$ cat config.mk
export PLATFORM = sky130hd
export DESIGN_NAME = obi_manager
export DESIGN_NICKNAME = d
export VERILOG_FILES = /design/src/rtl/obi_mgr_pkg.sv /design/src/rtl/obi_stall_counter.sv /design/src/rtl/obi_manager.sv
export SDC_FILE = /design/constraint.sdc
export NUM_CORES = 1
export LEC_CHECK = 0
export CORE_MARGIN = 2
export CORE_UTILIZATION = 35
export DETAILED_ROUTE_END_ITERATION = 8
export GPL_TIMING_DRIVEN = 0
export PLACE_DENSITY = 0.76
export SLEW_MARGIN = 20
export SYNTH_ARGS = -nofsm -noshare
export SYNTH_HDL_FRONTEND = slang
export SYNTH_SLANG_ARGS = --single-unit
$ cat constraint.sdc
create_clock -name clk_i -period 8.15 [get_ports clk_i]
set_input_delay 2.0375 -clock clk_i [delete_from_list [all_inputs] [get_ports clk_i]]
set_output_delay 2.0375 -clock clk_i [all_outputs]
set_load 0.01 [all_outputs]
$ cat src/rtl/obi_mgr_pkg.sv
// obi_mgr_pkg: shared types and constants for the OBI manager and its benches.
package obi_mgr_pkg;

    // Manager transaction phases
    typedef enum logic [1:0] {
        IDLE  = 2'b00,
        REQ   = 2'b01,
        RWAIT = 2'b10,
        RSP   = 2'b11
    } mgr_state_t;

    // Read data returned by subordinates alongside an error response
    localparam logic [31:0] OBI_ERR_RDATA = 32'hBADCAB1E;

    // Width of a counter that must be able to hold the value threshold
    function automatic int unsigned stall_cnt_width(input int unsigned threshold);
        return $clog2(threshold + 1);
    endfunction

endpackage

$ cat src/rtl/obi_stall_counter.sv
// obi_stall_counter: saturating stall counter with a sticky threshold flag.
module obi_stall_counter
    import obi_mgr_pkg::*;
#(
    parameter int unsigned THRESHOLD = 255
) (
    input  logic clk,
    input  logic rst,
    input  logic enable,
    input  logic clear,
    output logic flag
);

    localparam int unsigned W = stall_cnt_width(THRESHOLD);
    localparam logic [W-1:0] LIMIT = W'(THRESHOLD);

    logic [W-1:0] count;

    // Count stalled cycles up to the limit; the flag latches once the limit is held
    always_ff @(posedge clk or posedge rst) begin
        if (rst) begin
            count <= '0;
            flag  <= 1'b0;
        end else if (clear) begin
            count <= '0;
            flag  <= 1'b0;
        end else begin
            if (enable && (count != LIMIT)) begin
                count <= count + W'(1);
            end
            if (count == LIMIT) begin
                flag <= 1'b1;
            end
        end
    end

endmodule

$ cat src/rtl/obi_manager.sv
// obi_manager: single-outstanding OBI initiator bridging a valid/ready command
// port to the OBI A and R channels, with one buffered response and a watchdog.
module obi_manager
    import obi_mgr_pkg::*;
#(
    parameter int unsigned ADDR_WIDTH     = 32,
    parameter int unsigned DATA_WIDTH     = 32,
    parameter int unsigned TIMEOUT_CYCLES = 255
) (
    input  logic                    clk_i,
    input  logic                    reset_i,
    input  logic                    cmd_valid_i,
    output logic                    cmd_ready_o,
    input  logic                    cmd_we_i,
    input  logic [ADDR_WIDTH-1:0]   cmd_addr_i,
    input  logic [DATA_WIDTH/8-1:0] cmd_be_i,
    input  logic [DATA_WIDTH-1:0]   cmd_wdata_i,
    output logic                    rsp_valid_o,
    input  logic                    rsp_ready_i,
    output logic [DATA_WIDTH-1:0]   rsp_rdata_o,
    output logic                    rsp_err_o,
    output logic                    timeout_o,
    output logic                    obi_req_o,
    input  logic                    obi_gnt_i,
    output logic [ADDR_WIDTH-1:0]   obi_addr_o,
    output logic                    obi_we_o,
    output logic [DATA_WIDTH/8-1:0] obi_be_o,
    output logic [DATA_WIDTH-1:0]   obi_wdata_o,
    input  logic                    obi_rvalid_i,
    output logic                    obi_rready_o,
    input  logic [DATA_WIDTH-1:0]   obi_rdata_i,
    input  logic                    obi_err_i
);

    mgr_state_t state;
    logic       accept;
    logic       capture;
    logic       stalled;

    // Handshakes are qualified by the phase so that stray gnt/rvalid are ignored
    assign accept  = (state == IDLE)  && cmd_valid_i;
    assign capture = (state == RWAIT) && obi_rvalid_i;
    assign stalled = (state == REQ)   || (state == RWAIT);

    // Transaction FSM; every handshake output is a flop so no input reaches an output
    always_ff @(posedge clk_i or posedge reset_i) begin
        if (reset_i) begin
            state        <= IDLE;
            cmd_ready_o  <= 1'b1;
            obi_req_o    <= 1'b0;
            obi_rready_o <= 1'b0;
            rsp_valid_o  <= 1'b0;
        end else begin
            case (state)
                IDLE: begin
                    if (cmd_valid_i) begin
                        state       <= REQ;
                        cmd_ready_o <= 1'b0;
                        obi_req_o   <= 1'b1;
                    end
                end
                REQ: begin
                    if (obi_gnt_i) begin
                        state        <= RWAIT;
                        obi_req_o    <= 1'b0;
                        obi_rready_o <= 1'b1;
                    end
                end
                RWAIT: begin
                    if (obi_rvalid_i) begin
                        state        <= RSP;
                        obi_rready_o <= 1'b0;
                        rsp_valid_o  <= 1'b1;
                    end
                end
                RSP: begin
                    if (rsp_ready_i) begin
                        state       <= IDLE;
                        rsp_valid_o <= 1'b0;
                        cmd_ready_o <= 1'b1;
                    end
                end
                default: begin
                    state        <= IDLE;
                    cmd_ready_o  <= 1'b1;
                    obi_req_o    <= 1'b0;
                    obi_rready_o <= 1'b0;
                    rsp_valid_o  <= 1'b0;
                end
            endcase
        end
    end

    // A-channel payload is loaded only on acceptance, so it is stable for the whole REQ phase
    always_ff @(posedge clk_i or posedge reset_i) begin
        if (reset_i) begin
            obi_addr_o  <= '0;
            obi_we_o    <= 1'b0;
            obi_be_o    <= '0;
            obi_wdata_o <= '0;
        end else if (accept) begin
            obi_addr_o  <= cmd_addr_i;
            obi_we_o    <= cmd_we_i;
            obi_be_o    <= cmd_be_i;
            obi_wdata_o <= cmd_wdata_i;
        end
    end

    // Response buffer is written once per transaction and held until the client consumes it
    always_ff @(posedge clk_i or posedge reset_i) begin
        if (reset_i) begin
            rsp_rdata_o <= '0;
            rsp_err_o   <= 1'b0;
        end else if (capture) begin
            rsp_rdata_o <= obi_rdata_i;
            rsp_err_o   <= obi_err_i;
        end
    end

    // Watchdog only reports a stall; the transaction is never abandoned since req cannot be retracted
    obi_stall_counter #(
        .THRESHOLD (TIMEOUT_CYCLES)
    ) u_stall_counter (
        .clk    (clk_i),
        .rst    (reset_i),
        .enable (stalled),
        .clear  (accept),
        .flag   (timeout_o)
    );

endmodule

==> flow_summary.yaml <==
outcome:
  status: "finished, final reports clean"
worst_setup_path:
  crit_start: "cmd_ready_o"
  cpMaxStageDelayCell: "dfstp_2"
  worstSetupStartpointType: "flip-flop"
  cp_slowest_stage_delay_ps: 540
  rr_startpoint: "state[0]"
  timing.rr.end: "obi_addr_o[9]"
  path_max_fanout: 3
  required_ps: 6110
  reg2reg_depth: 6
  worst-path-buf-inv: 1
  r2r_slack_ps: 6290
  path_depth: 1
  cp-end-kind: "primary output"
  endpoint: "cmd_ready_o"
  crit_family: "flip-flops"
  crit_type: "flip-flop to primary output"
  cp.arrival_ps: 1470
  crit_chain: "clkdlybuf4s50_1"
yosys:
  synth_flop_cell: "dfrtp_1"
  synthCells: 308
  ys_types: 34
  ys_warn_count: 0
  synth-seq-cells: 117
  synth.avg_cell_area_um2: 15.3
  synth_edf_count: 0
  synthesis.nets: 424
  synth_seq_area_share_pct: 62.1
  async_flop_share_pct: 100
  syn_area_um2: 4720
sta:
  fin_worst_skew_ps: 3.46
  fmax_mhz: 285
  finalSetupViolations: 0
  setup-tns-final_ps: 0
  relSlewSlack_pct: 68.4
  hold_violations: 0
  finalMaxSlewViolations: 0
  rsz0062_at_grt: "no"
  fin_crit_sh_pct: 43.1
  worst_pin_slew_ps: 474
  final.min_clock_period_ps: 3510
placement:
  place.gp.congestion: 0.794
  io_buffers: 214
  dp_hpwl_um: 8320
floorplan:
  coreArea_um2: 13200
  num_rows: 42
  num_io_pins: 215
  die_y_um: 120
  die-width_um: 120
  initial_core_util_pct: 35.8
  fp.dieArea_um2: 14400
global_routing:
  grt_pass1_vias: 3614
  grt_pass1_wl_um: 17800
  grt_util_all_layers_pct: 16.1
  grt_antenna_before_repair: 0
  grt_max_degree: 68
  overflow: 0
drt:
  vias: 3411
  route.layer.met1.wl_um: 4460
  routedWlPerCell_um: 15.3
  via_per_inst: 4.67
  drtIter0Drc: 143
  drt-total-wl_um: 11200
  ant_nets: 0
  routed-wl-met2_um: 5230
  drt-pass1-iter-count: 4
  drc: 0
  dr.max_layer_used: "met4"
  met3_length_um: 1210
final_layout:
  antennaDiodeCount: 0
  final_common_cell: "clkdlybuf4s50_1"
  mostFrequentLayoutCells: "clkdlybuf4s50_1 (214), dfrtp_1 (116), mux2_1 (58)"
  syn_to_final_growth_pct: 64.7
  fill_cells: 1031
  nets: 658
  drive_above_1_share_pct: 17.3
  finish.utilization_pct: 58.9
clock_tree:
  cts_resized: 0
  htree_levels: 4
  cts_root_buf: "clkbuf_16"
  clk_pin_slew_worst_paths_ps: 50
  clockBufferDepth: 2
  cts_tree: "done"
  ctsHoldBuffers: 0
  insertion_delay_ps: 400
  clkSinkCount: 117
  cts_made_buffers: 17
  cts_setup_buffers: 0
power_and_ir_drop:
  cellLeakagePower_nw: 3.28
  power_density_nw_per_um2: 398
  vdd_drop_max_mv: 0.275
  p_total_mw: 3.09
worst_hold_path:
  min_path_type: "flip-flop to flip-flop"
run:
  drv_cap: 0
through the flow:
| stage | cells | hold WS [ps] | area [µm²] | setup slack (ps) |
|---|---|---|---|---|
| 6_report | 731 | 480 | 7770 | 4640 |
| 5_1_grt | 731 | 503 | 7770 | 4590 |
| 4_1_cts | 731 | 486 | 7770 | 4610 |
| 3_5_place_dp | 699 | 474 | 7110 | 4480 |
| 3_3_place_gp | 698 | 466 | 7080 | 1410 |
| 2_1_floorplan | 308 | 500 | 4720 | 3010 |
registers in the layout, summed over array words and instances (netlist names):
signal	flops
obi_rready_o	1
rsp_err_o	1
u_stall_counter.flag	1
obi_wdata_o	32
obi_req_o	1
obi_we_o	1
state	2
u_stall_counter.count	8
obi_be_o	4
obi_addr_o	32
rsp_valid_o	1
cmd_ready_o	1
rsp_rdata_o	32
where the power goes:
part | internal (mW) | leakage, nW | switching, mW
sequential | 0.872 | 1.39 | 0.147
combinational | 0.777 | 1.56 | 0.479
clock | 0.557 | 0.323 | 0.257
worst min-delay path by stage:
stage                                         from                  endpoint  slack [ps]  depth (start not counted)
after global placement              obi_addr_o[10]            obi_addr_o[10]         470                          1
after CTS                           obi_addr_o[31]            obi_addr_o[31]         490                          1
after floorplan           u_stall_counter.count[7]  u_stall_counter.count[7]         500                          1
after detailed placement            obi_wdata_o[5]            obi_wdata_o[5]         470                          1
final                              obi_wdata_o[31]           obi_wdata_o[31]         480                          1
after global routing               obi_wdata_o[23]           obi_wdata_o[23]         500                          1
kinds of logic (layout without fill, tap and decap cells):
group	after synthesis	count (layout)	share of synthesized area (%)
compound gates	26	26	4.17
fa+ha+maj	8	8	2.12
buf+inv	19	266	2.79
flops	117	117	62.1
mux	106	106	25.2
simple gates	32	32	3.58
metal layers:
| layer | GRT usage (%) | vias to the layer above |
|---|---|---|
| met1 | 17.9 | 1647 |
| met2 | 25.9 | 173 |
| met5 | 0 | - |
| met4 | 7.94 | 0 |
| met3 | 7.46 | 18 |
| li1 | - | 1573 |
cells in the mapped netlist, drive strengths merged (2+ instances only):
library cell / instances / area [µm²]
ha: 8 / 100
nand2: 10 / 37.5
nand4: 3 / 18.8
a21oi: 9 / 45.0
mux2: 103 / 1160
a2111o: 2 / 22.5
nand3: 2 / 15.0
o2bb2ai: 2 / 17.5
mux2i: 3 / 30.0
buf: 13 / 109
a311oi: 2 / 17.5
nor2: 6 / 22.5
dfrtp: 116 / 2900
inv: 6 / 22.5
nand2b: 5 / 31.3
o21ai: 4 / 20.0
worst reg2reg max path, cell delays in order, from the launching register on:
cell,delay [ps]
dfrtp_1,410
inv_1,160
ha_1,240
and2_1,220
buf_6,190
buf_6,180
mux2_1,340
cell type report:
type                            instances  area (µm²)  share of cell area, %
Buffer                                 13         109                   1.40
Clock buffer                           19         453                   5.83
Clock inverter                         13         204                   2.63
Inverter                                6        27.5                  0.354
Multi-Input combinational cell        172        1660                   21.3
Sequential cell                       117        2930                   37.7
Tap cell                              176         220                   2.84
Timing Repair Buffer                  215        2170                   27.9
(Power assumes the default switching activity.)
